==> src/rtl/flow_ctrl_multi_pkg.sv <==
// Shared state codes and channel-control modes for the flow-control blocks.
// The `defines stay visible to any file compiled after this one.
`ifndef FLOW_CTRL_DEFS
`define FLOW_CTRL_DEFS
`define FC_INIT   3'b000
`define FC_IDLE   3'b001
`define FC_ACTIVE 3'b010
`define FC_ERROR  3'b011
`endif

package flow_ctrl_multi_pkg;

    typedef enum logic [2:0] {
        ST_INIT   = `FC_INIT,
        ST_IDLE   = `FC_IDLE,
        ST_ACTIVE = `FC_ACTIVE,
        ST_ERROR  = `FC_ERROR
    } state_e;

    // What every channel does on the coming edge, derived from the state being entered
    typedef enum logic [1:0] {
        CH_CLR = 2'd0,
        CH_RUN = 2'd1,
        CH_ERR = 2'd2
    } ch_mode_e;

endpackage

==> src/rtl/flow_ctrl_canal.sv <==
// One monitored FIFO channel: full/busy detect, pause hysteresis flop,
// continue pulse and sticky full-error bit.
module flow_ctrl_canal
    import flow_ctrl_multi_pkg::*;
#(
    parameter int CW    = 4,
    parameter int DEPTH = 8
) (
    input  logic          clk,
    input  logic          reset,
    input  ch_mode_e      mode,
    input  logic [CW-1:0] occ,
    input  logic [CW-1:0] af,
    input  logic [CW-1:0] ae,
    output logic          full,
    output logic          busy,
    output logic          pausa,
    output logic          continuar,
    output logic          error_full
);

    localparam logic [CW-1:0] FULL_LVL = CW'(DEPTH);

    logic hyst;

    assign full = (occ >= FULL_LVL);
    assign busy = (occ != '0);

    // ae < af is guaranteed by the threshold check, so set and clear never overlap
    always_comb begin
        hyst = pausa;
        if (occ >= af)
            hyst = 1'b1;
        else if (occ <= ae)
            hyst = 1'b0;
    end

    always_ff @(posedge clk or negedge reset) begin
        if (!reset) begin
            pausa      <= 1'b0;
            continuar  <= 1'b0;
            error_full <= 1'b0;
        end else begin
            case (mode)
                CH_RUN: begin
                    pausa      <= hyst;
                    continuar  <= pausa & ~hyst;
                    error_full <= 1'b0;
                end
                CH_ERR: begin
                    pausa      <= 1'b1;
                    continuar  <= 1'b0;
                    error_full <= error_full | full;
                end
                default: begin
                    pausa      <= 1'b0;
                    continuar  <= 1'b0;
                    error_full <= 1'b0;
                end
            endcase
        end
    end

endmodule

==> src/rtl/flow_ctrl_multi.sv <==
// Flow-control FSM over NCH FIFO channels: threshold latch, global state,
// and per-channel pause/continue/error control through flow_ctrl_canal.
module flow_ctrl_multi
    import flow_ctrl_multi_pkg::*;
#(
    parameter int  NCH   = 4,
    parameter int  DEPTH = 8,
    localparam int CW    = $clog2(DEPTH + 1)
) (
    input  logic              clk,
    input  logic              reset,
    input  logic              iniciar,
    input  logic [CW-1:0]     umbral_af,
    input  logic [CW-1:0]     umbral_ae,
    input  logic [NCH*CW-1:0] ocupacion,
    input  logic              clr_error,
    output logic [NCH-1:0]    pausa,
    output logic [NCH-1:0]    continuar,
    output logic [NCH-1:0]    error_full,
    output logic              idle,
    output logic              cfg_err,
    output logic [2:0]        estado
);

    localparam logic [CW-1:0] FULL_LVL = CW'(DEPTH);

    state_e        state_q, state_d;
    ch_mode_e      ch_mode;
    logic [CW-1:0] af_q, ae_q;
    logic [NCH-1:0] full_v, busy_v;
    logic          any_full, any_busy, cfg_ok;

    assign any_full = |full_v;
    assign any_busy = |busy_v;
    assign cfg_ok   = (umbral_ae < umbral_af) && (umbral_af <= FULL_LVL);
    assign estado   = state_q;

    always_ff @(posedge clk or negedge reset) begin
        if (!reset) state_q <= ST_INIT;
        else        state_q <= state_d;
    end

    // A full channel outranks every other transition outside INIT
    always_comb begin
        state_d = state_q;
        case (state_q)
            ST_INIT:   if (iniciar && cfg_ok) state_d = ST_IDLE;
            ST_IDLE:   if (any_full) state_d = ST_ERROR;
                       else if (any_busy) state_d = ST_ACTIVE;
            ST_ACTIVE: if (any_full) state_d = ST_ERROR;
                       else if (!any_busy) state_d = ST_IDLE;
            ST_ERROR:  if (clr_error && !any_full) state_d = ST_IDLE;
            default:   state_d = ST_INIT;
        endcase
    end

    always_comb begin
        ch_mode = CH_CLR;
        case (state_d)
            ST_ACTIVE: ch_mode = CH_RUN;
            ST_ERROR:  ch_mode = CH_ERR;
            default:   ch_mode = CH_CLR;
        endcase
    end

    always_ff @(posedge clk or negedge reset) begin
        if (!reset) begin
            af_q    <= '0;
            ae_q    <= '0;
            cfg_err <= 1'b0;
            idle    <= 1'b0;
        end else begin
            if (state_q == ST_INIT && iniciar) begin
                af_q    <= umbral_af;
                ae_q    <= umbral_ae;
                cfg_err <= !cfg_ok;
            end
            idle <= (state_d == ST_IDLE);
        end
    end

    for (genvar i = 0; i < NCH; i++) begin : g_ch
        flow_ctrl_canal #(.CW(CW), .DEPTH(DEPTH)) u_canal (
            .clk        (clk),
            .reset      (reset),
            .mode       (ch_mode),
            .occ        (ocupacion[i*CW +: CW]),
            .af         (af_q),
            .ae         (ae_q),
            .full       (full_v[i]),
            .busy       (busy_v[i]),
            .pausa      (pausa[i]),
            .continuar  (continuar[i]),
            .error_full (error_full[i])
        );
    end

endmodule
==> config.mk <==
export PLATFORM = sky130hd
export DESIGN_NAME = flow_ctrl_multi
export DESIGN_NICKNAME = d
export VERILOG_FILES = /design/src/rtl/flow_ctrl_multi_pkg.sv /design/src/rtl/flow_ctrl_canal.sv /design/src/rtl/flow_ctrl_multi.sv
export SDC_FILE = /design/constraint.sdc
export NUM_CORES = 1
export LEC_CHECK = 0
export BUFFER_PORTS_ARGS = -buffer_cell sky130_fd_sc_hd__buf_4
export CAP_MARGIN = 20
export CORE_MARGIN = 10
export CORE_UTILIZATION = 50
export CTS_CLUSTER_SIZE = 20
export DETAILED_ROUTE_END_ITERATION = 10
export PLACE_DENSITY = 0.85
export SLEW_MARGIN = 20
export SYNTH_ARGS = -nofsm -noshare
export SYNTH_HDL_FRONTEND = slang
export SYNTH_HIERARCHICAL = 1
export SYNTH_SLANG_ARGS = --single-unit
==> constraint.sdc <==
create_clock -name clk -period 2.98 [get_ports clk]
set_clock_uncertainty 0.05 [all_clocks]
set_input_delay 0.596 -clock clk [delete_from_list [all_inputs] [get_ports clk]]
set_output_delay 0.596 -clock clk [all_outputs]
set_load 0.02 [all_outputs]
==> results.md, run 1 <==
Run status:
- The flow ran to the end, and the final reports show no timing, DRC or antenna violations.

Logic synthesis:
- The register bit total from synthesis is 25.
- The unique cell type count in the Yosys netlist is 28.
- The xor/xnor cell area share of the yosys netlist is 0.
- By area, the combinational part of the netlist is dominated by adder cells.
- The synthesized-area fraction occupied by and/or/nand/nor cells is 0.131.
- The adder and majority gate portion of the synthesized area is 0.255.
- The fraction of synthesized area in multiplexers is 0.0474.
- The share of the synthesized area in compound gates (AO/OA/AOI/OAI) is 0.192.
- The sequential-to-total area share from yosys stat is 0.296.
- A synthesized cell averages 10.1 sq um.
- The synthesized cell area is 0.00211 sq mm.
- Synthesis produced a netlist whose cell count is 209.
- The number of nets in the synthesized netlist is 280.
- The count of yosys warnings during synthesis is 6.

CTS:
- The post-CTS setup-driven buffer insertion count is 0.
- The clock transition at the registers of the reported paths is 0.10 ns.
- In this run the deepest clock path goes through 2 buffers.
- The H-tree depth is 1.
- Clock tree synthesis inserted a total of 3 buffers.
- Once the clock tree was built, the resizer swapped 0 gates to a different size.
- After clock tree synthesis, the flow added hold-fix buffers numbering 0.
- The clock drives 25 sinks.
- The clock tree from TritonCTS is yes.
- The tree is rooted in a sky130_fd_sc_hd__clkbuf_8.
- The source-to-sink clock delay at the later pin of the worst-skew pair is 0.28 ns.

Worst setup path:
- The highest-delay cell along the critical path is sky130_fd_sc_hd__or4_1.
- The worst setup path is captured at a flip-flop.
- The depth of the worst register-to-register path is 8.
- The path type of the worst setup path is in2reg.
- The data required time at the worst endpoint is 3.12 ns.
- In this design, the stage delay of the slowest critical-path cell is 0.57 ns.
- The maximum fanout along the worst path is 8.
- The worst register-to-register path begins at estado[2]$_DFF_PN0_.
- The endpoint of the most critical register-to-register path is g_ch[2].u_canal/pausa$_DFF_PN0_.
- Tracing the worst setup path back leads to its startpoint at ocupacion[4].
- The worst register-to-register path has a setup slack of 0.86 ns.
- STA classifies the critical path startpoint as a primary input.
- The dominant delay contributor by cell family on the critical path is simple AND/OR/NAND/NOR gates.
- The buffers plus inverters on the worst setup path is 2.
- Walking the worst path, the cells encountered are buf_4, or4_1, nor4_2, nor2_1, a211o_2, a21boi_1, buf_4, ha_1, nor2_1, o21a_1, a211oi_2.
- The signal arrival time at the worst endpoint is 2.97 ns.

Global route:
- Entering global routing, the biggest net connects 26 pins.
- The met2 capacity usage during global routing is 0.261.
- The via count of the first global-routing pass is 1991.
- The number of antenna violations at the first check in global routing is 0.
- For met3 alone, demand over resource in global routing was 0.0258.
- The global-route met1 utilization is 0.163.
- The first global-routing pass estimated 8900 microns of wire.
- The leftover overflow at the end of global routing is 0.
- The busiest layer in global routing is met2.
- The total track usage is 0.147.

Place:
- The placed instances occupy a cell area of 0.00261 sq mm.
- The post-placement cell count is 315.
- Summed over all nets, the half-perimeter wirelength after detailed placement is 4270 microns.
- The port buffer count is 44.
- The worst slack at placement is -0.143 ns.
- The congestion estimate from routability-driven global placement came to 0.810.

Drt:
- The detailed router finished its first iteration with 38 violations.
- In the routed layout, each cell is associated on average with a via count of 5.44.
- Wires add up to 5270 microns.
- The routed layout has 1735 vias.
- The detail route stage leaves a number of antenna-violating nets equal to 0.
- The detailed-route wire length per cell is 16.5 microns.
- The DRC violation count after routing is 0.
- The pre-antenna-repair detailed-routing pass consisted of 4 iterations.

Floorplanning:
- The core region area is 0.00406 sq mm.
- The floorplan step set the die width to 85.0 microns.
- The cell row count is 23.
- The starting density of the core is 0.521.
- The die is 85.0 microns tall.
- Pin placement for this block handled 45 I/O pins.
- The total die area is 0.00723 sq mm.

Timing:
- The total count of max-transition violations in the final report came to 0.
- For the finished layout, the period the worst path requires is 2.84 ns.
- Timing would allow up to 353 MHz.
- Of the available clock period, the critical path in the final layout requires 0.952.
- The final setup violation count is 0.
- The final worst-path setup slack is 0.144 ns.
- Setup repair after global routing left no endpoint under its margin.
- The hold violation count in the final report is 0.

Pwr:
- In this run the power density over the cells is 512 mW/mm^2.
- VDD sags by at most 0.000349 V.
- For this design the static power due to leakage is 1.38 nW.
- The total chip power is 1.36 mW.

Cells and area:
- The number of standard cells in the layout, taps in and fillers out is 319.
- The share of the core filled with cells in the final layout is 0.656.
- The area taken by multi-input logic gates is 0.00133 sq mm.
- The antenna diode count is 0.
- Summing all flip-flop and latch instances after layout gives 626 sq um.
- Of the cells placed in the final design, the portion with a size suffix greater than 1 is 0.342.
- After the last flow step, the layout net total stands at 341.
- The area growth from synthesis to final layout is 26.1%.
- The number of fillers in the final layout is 336.
- The total non-filler cell area in the finished layout is 0.00266 sq mm.

Flow run:
- Max-cap violations in this run came to 0.

Min path:
- The class of the tightest hold or removal check is in2async.
## power breakdown
| group | leakage, nW | switching, mW | internal [mW] |
|---|---|---|---|
| sequential | 0.323 | 0.0882 | 0.390 |
| clock | 0.0255 | 0.120 | 0.0939 |
| combinational | 1.03 | 0.336 | 0.336 |
## synthesized netlist by cell type
| master | instances | area share |
|---|---|---|
| sky130_fd_sc_hd__or4_1 | 5 | 0.018 |
| sky130_fd_sc_hd__a21boi_1 | 1 | 0.0036 |
| sky130_fd_sc_hd__conb_1 | 1 | 0.0018 |
| sky130_fd_sc_hd__a21o_1 | 4 | 0.014 |
| sky130_fd_sc_hd__o31ai_1 | 1 | 0.0036 |
| sky130_fd_sc_hd__a211oi_2 | 8 | 0.047 |
| sky130_fd_sc_hd__dfrtp_1 | 25 | 0.30 |
| sky130_fd_sc_hd__nor2_1 | 11 | 0.020 |
| sky130_fd_sc_hd__mux2i_1 | 1 | 0.0047 |
| sky130_fd_sc_hd__nor2b_1 | 4 | 0.012 |
| sky130_fd_sc_hd__o211ai_2 | 4 | 0.024 |
| sky130_fd_sc_hd__mux2_2 | 8 | 0.043 |
| sky130_fd_sc_hd__o2111ai_4 | 1 | 0.012 |
| sky130_fd_sc_hd__nor4_1 | 1 | 0.0030 |
| sky130_fd_sc_hd__o21a_1 | 10 | 0.036 |
| sky130_fd_sc_hd__nand2_1 | 7 | 0.012 |
| sky130_fd_sc_hd__a21oi_1 | 7 | 0.017 |
| sky130_fd_sc_hd__o2111a_1 | 4 | 0.021 |
| sky130_fd_sc_hd__a211o_2 | 1 | 0.0047 |
| sky130_fd_sc_hd__ha_1 | 43 | 0.25 |
| sky130_fd_sc_hd__nor4b_4 | 1 | 0.011 |
| sky130_fd_sc_hd__clkbuf_1 | 4 | 0.0071 |
| sky130_fd_sc_hd__nand4_1 | 4 | 0.012 |
| sky130_fd_sc_hd__nand2b_1 | 5 | 0.015 |
| sky130_fd_sc_hd__and3_1 | 1 | 0.0030 |
| sky130_fd_sc_hd__inv_1 | 39 | 0.069 |
| sky130_fd_sc_hd__o21ai_0 | 4 | 0.0095 |
| sky130_fd_sc_hd__nor2b_4 | 4 | 0.026 |
## flip-flops by register name (all words and copies together), names as in the netlist
register and count:
idle 1, g_ch.u_canal/error_full 4, cfg_err 1, af_q 4, ae_q 4, estado 3
g_ch.u_canal/continuar 4, g_ch.u_canal/pausa 4
## area by class of cell
type	count	share of cell area
tap	50	0.0235
multi-input combinational	141	0.500
timing repair buffer	60	0.169
sequential	25	0.235
clock inverter	1	0.00188
inverter	39	0.0550
clock buffer	3	0.0155
## per-layer routing
layer / share of wire / routed length [microns]
met5: 0 / 0
met4: 0.022 / 114
met3: 0.032 / 169
met2: 0.51 / 2700
met1: 0.43 / 2290
## kinds of logic (layout without fill, tap and decap cells)
family	after synthesis	after routing
buffers and inverters	43	103
DFF	25	25
muxes	9	9
AOI/OAI and AO/OA	45	45
adders and majority gates	43	43
other	1	1
and+or+nand+nor	43	43
## through the flow
step / setup TNS [ns] / hold WS [ns]
finish: 0 / 0.152
global route: 0 / 0.169
CTS: 0 / 0.165
detailed placement: -0.644 / 0.423
global placement: -0.300 / 0.416
floorplan: 0 / 0.250
## cells in the final DEF, fill, tap and decap left out, drive strengths merged
cell and count:
nor2b 8, mux2i 1, nor2 11, conb 1
nor4b 1, nand2 7, inv 39, dfrtp 25
or4 5, nor4 1, o211ai 4, clkinv 1
o2111a 4, and3 1, a211oi 8, a211o 1
nand4 4, a21boi 1, ha 43, o2111ai 1
mux2 8, nand2b 5, o21ai 4, o21a 10
a21oi 7, clkbuf 3, o31ai 1, buf 60
a21o 4
## worst max-delay path by stage
stage / end / slack (ns) / cells after the start
after detailed placement: g_ch[3].u_canal/pausa$_DFF_PN0_ / -0.14 / 11
final: g_ch[2].u_canal/pausa$_DFF_PN0_ / 0.14 / 11
after global routing: g_ch[2].u_canal/pausa$_DFF_PN0_ / 0.03 / 11
after global placement: g_ch[3].u_canal/pausa$_DFF_PN0_ / -0.08 / 11
after floorplan: g_ch[0].u_canal/pausa$_DFF_PN0_ / 0.01 / 9
after CTS: g_ch[2].u_canal/pausa$_DFF_PN0_ / 0.13 / 11
(Power assumes the default switching activity.)
==> run 2: changes to the inputs <==
--- a/config.mk
+++ b/config.mk
@@ -8,10 +8,10 @@
 export BUFFER_PORTS_ARGS = -buffer_cell sky130_fd_sc_hd__buf_4
 export CAP_MARGIN = 20
 export CORE_MARGIN = 10
-export CORE_UTILIZATION = 50
+export CORE_UTILIZATION = 40
 export CTS_CLUSTER_SIZE = 20
 export DETAILED_ROUTE_END_ITERATION = 10
-export PLACE_DENSITY = 0.85
+export PLACE_DENSITY = 0.73
 export SLEW_MARGIN = 20
 export SYNTH_ARGS = -nofsm -noshare
 export SYNTH_HDL_FRONTEND = slang
==> run 2 against run 1 <==
Effect of this change:
- critical endpoint is now g_ch[1].u_canal/pausa$_DFF_PN0_
- sequential share of layout area is 0.47 points lower
- worst setup slack better by 0.019 ns
- hold slack better by 0.0014 ns
- die area is 19% higher
- highest routed layer unchanged
- global-route usage is 2.0 points lower
- cell count is 7.5% higher
- register-to-register slack hardly changed
- design area is 2.0% higher
- utilization is 12 points lower
- maximum frequency is 0.68% higher
==> results.md, run 2 (synthesis gave the netlist of run 1 again) <==
Run status:
- The run finished with clean final reports.

CTS:
- The post-CTS setup-driven buffer insertion count is 0.
- Counting the buffers created by CTS gives 3.
- The clock transition at the registers of the reported paths is 0.09 ns.
- The tree is rooted in a sky130_fd_sc_hd__clkbuf_8.
- The H-tree depth is 1.
- The hold-fix buffer count after cts is 0.
- No sink is reached through more buffers than the 2 on the longest clock path.
- The number of clock sinks is 25.
- The source-to-sink clock delay at the later pin of the worst-skew pair is 0.28 ns.
- The number of gates resized after CTS was 0.
- TritonCTS built the clock tree.

Drt:
- The length of the first detailed-routing pass in iterations is 4.
- The detailed router finished its first iteration with 53 violations.
- In the routed design, unresolved DRC markers number 0.
- The detailed-route wire length per cell is 15.2 microns.
- For this block, the routed nets add up to 5210 microns of wire.
- The number of routed nets with antenna violations is 0.
- The average via count per standard cell is 5.03.
- The routed layout has 1725 vias.

Worst setup path:
- The slowest stage of the critical path belongs to the cell sky130_fd_sc_hd__or4_1.
- The maximum fanout along the worst path is 8.
- The signal on the critical path passes through buf_4, or4_1, nor4_2, nor2_1, a211o_2, and3_1, inv_1, ha_1, nor2_1, o21a_1, a211oi_2.
- The most frequent cell on the critical path is sky130_fd_sc_hd__nor2_1.
- The worst setup path is of the in2reg kind.
- The worst setup path is launched from a primary input.
- Together, buffers and inverters on the worst path number 2.
- The endpoint kind of the worst setup timing path is a flip-flop.
- The signal arrival time at the worst endpoint is 2.97 ns.
- In this design, the stage delay of the slowest critical-path cell is 0.57 ns.
- Grouping stages by cell kind, the critical path spends the most delay in simple AND/OR/NAND/NOR gates.
- The data required time at the worst endpoint is 3.13 ns.

Timing:
- After layout, the minimum clock period comes to 2.82 ns.
- The hold violation count in the final report is 0.
- The total count of max-transition violations in the final report was 0.
- The setup total negative slack is 0 ns.
- The timing-limited maximum frequency is 355 MHz.
- Across all hold checks on the routed design, the worst slack comes to 0.153 ns.
- Setup repair after global routing left no endpoint under its margin.
- Across all setup checks in the final design, the least slack found is 0.163 ns.
- The final setup violation count is 0.
- The period utilization is 0.945.

Global route:
- Entering global routing, the biggest net connects 26 pins.
- The total track usage is 0.127.
- The first global-routing pass estimated 8850 microns of wire.
- The via count of the first global-routing pass came to 1873.
- The number of antenna violations at the first check in global routing came to 0.
- After global routing the overflow that remains totals 0.

Flow run:
- The number of violations of the max-capacitance limit is 0.

Floorplanning:
- The height of the die is 92.7 microns.
- The die boundary width is 92.7 microns.
- The total I/O pin count is 45.
- The initial utilization of the core area, before any placement, comes to 0.414.
- The core region area is 0.00511 sq mm.
- The total die area is 0.00859 sq mm.
- After floorplanning, the core was divided into 26 placement rows.

Cells and area:
- The number of standard cells in the layout, taps in and fillers out is 343.
- The antenna diode count is 0.
- The number of fillers in the final layout is 485.
- The library cell used most frequently in the layout, excluding fill and tap cells, is sky130_fd_sc_hd__buf_4.
- The total non-filler cell area in the finished layout is 0.00272 sq mm.
- The number of nets at the end of the flow is 345.
- Summing all flip-flop and latch instances after layout gives 626 sq um.
- In the layout the commonest cells are 64 x sky130_fd_sc_hd__buf_4, 43 x sky130_fd_sc_hd__ha_1, 39 x sky130_fd_sc_hd__inv_1, 25 x sky130_fd_sc_hd__dfrtp_1, 11 x sky130_fd_sc_hd__nor2_1.
- Once layout is complete, the utilization of the core stands at 0.532.
- The area taken by multi-input logic gates is 0.00133 sq mm.
- In the final layout, the share of cells above drive strength 1 is 0.348.
- The area growth from synthesis to layout is 28.6%.

Place:
- The port buffer count is 44.
- The congestion estimate from routability-driven global placement came to 0.854.
- Before CTS, the worst setup slack after placement is -0.169 ns.
- The HPWL after detailed placement is 4310 microns.
- The placed instances occupy a cell area of 0.00267 sq mm.
- Including well taps, the total number of placed cells is 339.

Min path:
- The path class of the tightest hold or removal check is in2async.

Pwr:
- For this design the ratio of total power to cell area is 498 mW/mm^2.
- The worst-case IR drop observed on VDD is 0.000253 V.
- The static leakage power is 1.40 nW.
- The total chip power is 1.35 mW.
-- run 2: cell types whose count changed in the layout (fill, tap and decap cells not counted) --
cell,previous run,this run
sky130_fd_sc_hd__clkinv_2,1,0
sky130_fd_sc_hd__clkbuf_1,0,1
sky130_fd_sc_hd__buf_4,60,64
-- run 2: worst register-to-register path: cells and delay by family (launching register included) --
kind / cells / cell delay, ns
compound gates: 2 / 0.27
fa+ha+maj: 1 / 0.22
buf+inv: 3 / 0.34
flops: 1 / 0.45
mux: 1 / 0.20
simple gates: 2 / 0.49
-- run 2: layer usage --
metal  routed length (microns)  global-route usage  part of all wire  vias to the layer above
met3                       268              0.0307             0.051                        5
met4                        70              0.0411             0.013                        0
met1                      2350               0.150              0.45                      827
li1                          -                   -                 -                      860
met2                      2530               0.221              0.48                       33
met5                         0                   0                 0                        -
-- run 2: area by class of cell --
class | instances | area share
Timing Repair Buffer | 64 | 0.177
Sequential cell | 25 | 0.230
Clock buffer | 4 | 0.0166
Multi-Input combinational cell | 141 | 0.490
Inverter | 39 | 0.0539
Tap cell | 70 | 0.0322
-- run 2: power by group --
group | internal (mW) | total (mW) | switching (mW)
sequential | 0.391 | 0.479 | 0.0882
combinational | 0.337 | 0.661 | 0.324
clock | 0.0962 | 0.215 | 0.118
total | 0.823 | 1.35 | 0.531
-- run 2: worst paths after layout --
kind / from / to / slack [ns] / cells after the start
worst max-delay path: ocupacion[4] / g_ch[1].u_canal/pausa$_DFF_PN0_ / 0.16 / 11
worst min-delay path: reset / g_ch[2].u_canal/continuar$_DFF_PN0_ / 0.15 / 1
worst max register to register: estado[1]$_DFF_PN0_ / g_ch[2].u_canal/error_full$_DFF_PN0_ / 0.87 / 9
worst min register to register: g_ch[0].u_canal/error_full$_DFF_PN0_ / g_ch[0].u_canal/error_full$_DFF_PN0_ / 0.44 / 1
max in group asynchronous: reset / g_ch[1].u_canal/pausa$_DFF_PN0_ / 2.48 / 1
min in group clk: g_ch[0].u_canal/error_full$_DFF_PN0_ / g_ch[0].u_canal/error_full$_DFF_PN0_ / 0.44 / 1
==> run 3: changes to the inputs <==
--- a/config.mk
+++ b/config.mk
@@ -7,6 +7,7 @@
 export LEC_CHECK = 0
 export BUFFER_PORTS_ARGS = -buffer_cell sky130_fd_sc_hd__buf_4
 export CAP_MARGIN = 20
+export CORE_ASPECT_RATIO = 1.4
 export CORE_MARGIN = 10
 export CORE_UTILIZATION = 40
 export CTS_CLUSTER_SIZE = 20
==> run 3 against run 2 <==
Effect of this change:
- worst setup slack got worse by 0.022 ns
- total power fell by 0.74%
- combinational power barely moved
- register-to-register slack got worse by 0.02 ns
- routed wire length rose by 1.4%
- critical path type unchanged
- critical endpoint is now g_ch[3].u_canal/pausa$_DFF_PN0_
- largest power group unchanged
==> results.md, run 3 (synthesis gave the netlist of run 1 again) <==
Run status:
- The run finished with clean final reports.

Worst setup path:
- The endpoint kind of the worst setup timing path is a flip-flop.
- The path type of the worst setup path is in2reg.
- The data required time at the worst endpoint is 3.12 ns.
- STA classifies the critical path startpoint as a primary input.
- The maximum fanout along the worst path is 7.
- Data on the critical path arrives at its endpoint at 2.98 ns.

Floorplanning:
- The total I/O pin count is 45.
- The die boundary width is 81.4 microns.
- The total die area is 0.00863 sq mm.
- After floorplanning, the core was sized to cover 0.00516 sq mm.
- The cell row count is 31.
- The initial utilization of the core area, before any placement, comes to 0.410.
- The height of the die is 106 microns.

Cells and area:
- Compared with the post-synthesis result, the final layout area differs by 29.3%.
- Excluding fillers, the count of instances in the completed layout stands at 340.
- The leading cell type in the layout, fill and taps excluded is sky130_fd_sc_hd__buf_4.
- Of the cells placed in the final design, the portion with a size suffix greater than 1 is 0.354.
- The share of the core filled with cells in the final layout is 0.530.
- The total non-filler cell area in the finished layout is 0.00273 sq mm.
- 0 antenna diodes ended up in the layout.
- The library cells used most frequently in the layout, excluding fill and tap cells, are 65 x sky130_fd_sc_hd__buf_4, 43 x sky130_fd_sc_hd__ha_1, 39 x sky130_fd_sc_hd__inv_1, 25 x sky130_fd_sc_hd__dfrtp_1, 11 x sky130_fd_sc_hd__nor2_1.
- In the final design database the tool counted 346 nets.

Place:
- The estimated wirelength of the detail-placed design is 4480 microns.
- The placed instances occupy a cell area of 0.00267 sq mm.
- The port buffer count is 44.
- The global placement routability congestion is 0.844.
- Once placement completed, the tool counted placed cells totaling 336.

Timing:
- Setup repair after global routing left no endpoint under its margin.
- The total count of max-transition violations in the final report is 0.
- Setup violations remaining at the end of the flow were counted as 0.
- The timing-limited maximum frequency is 352 MHz.
- In the finished design, the share of the clock period the worst path needs comes to 0.952.
- The hold violation count in the final report is 0.
- The final critical-path required period is 2.84 ns.

CTS:
- After clock tree synthesis, the clock-pin slew on the worst setup and hold paths is 0.09 ns.
- CTS built an H-tree with a depth of 1.
- TritonCTS built the clock tree.
- Buffers inserted during clock tree synthesis total 3.
- The clock drives 25 sinks.
- The longest clock path from root to sink contains 2 buffers.
- The source-to-sink clock delay at the later pin of the worst-skew pair is 0.27 ns.
- The buffer type at the clock tree root is sky130_fd_sc_hd__clkbuf_8.

Drt:
- The routed wire length is 5290 microns.
- After the first detailed-routing iteration, the DRC count stood at 83.
- The average via count per standard cell is 5.11.
- After detailed routing, the average wire length per cell comes to 15.5 microns.
- For this run, the detailed router's first-pass iteration total came to 5.
- The total number of vias is 1737.
- The number of routed nets with antenna violations is 0.
- The DRC violation count after routing is 0.

Min path:
- The class of the tightest hold or removal check is in2async.

Global route:
- Entering global routing, the biggest net connects 26 pins.
- The wire length of the first global-routing pass is 8510 microns.
- The total track usage is 0.125.
- The leftover overflow at the end of global routing is 0.
- The via count of the first global-routing pass came to 1809.
- The number of antenna violations at the first check in global routing is 0.

Pwr:
- The static leakage power is 1.42 nW.
- Power spread over the standard cell area amounts to 492 mW/mm^2.
- Total power for the finished layout comes to 1.34 mW.
- The peak ir drop on the vdd network is 0.000308 V.

Flow run:
- Max-cap violations in this run came to 0.
-- run 3: changes by cell type in the layout (fill, tap and decap cells not counted), sizes merged --
| cell | delta |
|---|---|
| buf | +1 |
-- run 3: what timing repair did --
action / in CTS / in global routing
endpoints found under the setup margin: 0 / 4
hold buffers: 0 / 0
buffers inserted: 0 / 0
gates resized for setup: 0 / 3
-- run 3: final timing paths --
kind / cells after the start / from / to / slack [ns]
max: 11 / ocupacion[8] / g_ch[3].u_canal/pausa$_DFF_PN0_ / 0.14
min: 1 / reset / g_ch[1].u_canal/error_full$_DFF_PN0_ / 0.16
max reg2reg: 8 / estado[2]$_DFF_PN0_ / g_ch[3].u_canal/pausa$_DFF_PN0_ / 0.85
min reg2reg: 1 / g_ch[2].u_canal/error_full$_DFF_PN0_ / g_ch[2].u_canal/error_full$_DFF_PN0_ / 0.44
max in group asynchronous: 1 / reset / g_ch[3].u_canal/continuar$_DFF_PN0_ / 2.45
min in group clk: 1 / g_ch[2].u_canal/error_full$_DFF_PN0_ / g_ch[2].u_canal/error_full$_DFF_PN0_ / 0.44
-- run 3: worst max-delay path, cell delays in order --
cell                       delay [ns]
sky130_fd_sc_hd__buf_4           0.11
sky130_fd_sc_hd__or4_1           0.59
sky130_fd_sc_hd__nor4_4          0.34
sky130_fd_sc_hd__nor2_1          0.07
sky130_fd_sc_hd__a211o_2         0.37
sky130_fd_sc_hd__and3_1          0.26
sky130_fd_sc_hd__inv_1           0.09
sky130_fd_sc_hd__ha_1            0.19
sky130_fd_sc_hd__nor2_1          0.05
sky130_fd_sc_hd__o21a_1          0.10
sky130_fd_sc_hd__a211oi_2        0.20
-- run 3: where the power goes --
part           leakage [nW]  switching, mW  internal [mW]  total, mW
sequential            0.323         0.0873          0.390      0.478
combinational          1.07          0.324          0.337      0.661
clock                0.0228          0.109         0.0957      0.205
total                  1.42          0.520          0.824       1.34
-- run 3: per-layer routing --
| layer | share of wire | GRT usage |
|---|---|---|
| met1 | 0.42 | 0.138 |
| met3 | 0.041 | 0.0202 |
| met5 | 0 | 0 |
| met4 | 0.025 | 0.0571 |
| met2 | 0.52 | 0.223 |
-- run 3: layout make-up --
cell class / instances / area [sq um]
clock buffer: 4 / 45.0
multi-input combinational: 141 / 1350
timing repair buffer: 65 / 488
inverter: 39 / 146
sequential: 25 / 626
fill: 459 / 2430
tap: 66 / 82.6
-- run 3: through the flow --
step           setup slack, ns  setup TNS (ns)  hold WS (ns)
2_1_floorplan           0.0125               0         0.250
5_1_grt               0.000695               0         0.190
6_report                 0.142               0         0.165
4_1_cts                 0.0731               0         0.177
3_3_place_gp           -0.0965          -0.454         0.414
3_5_place_dp            -0.207           -1.44         0.427
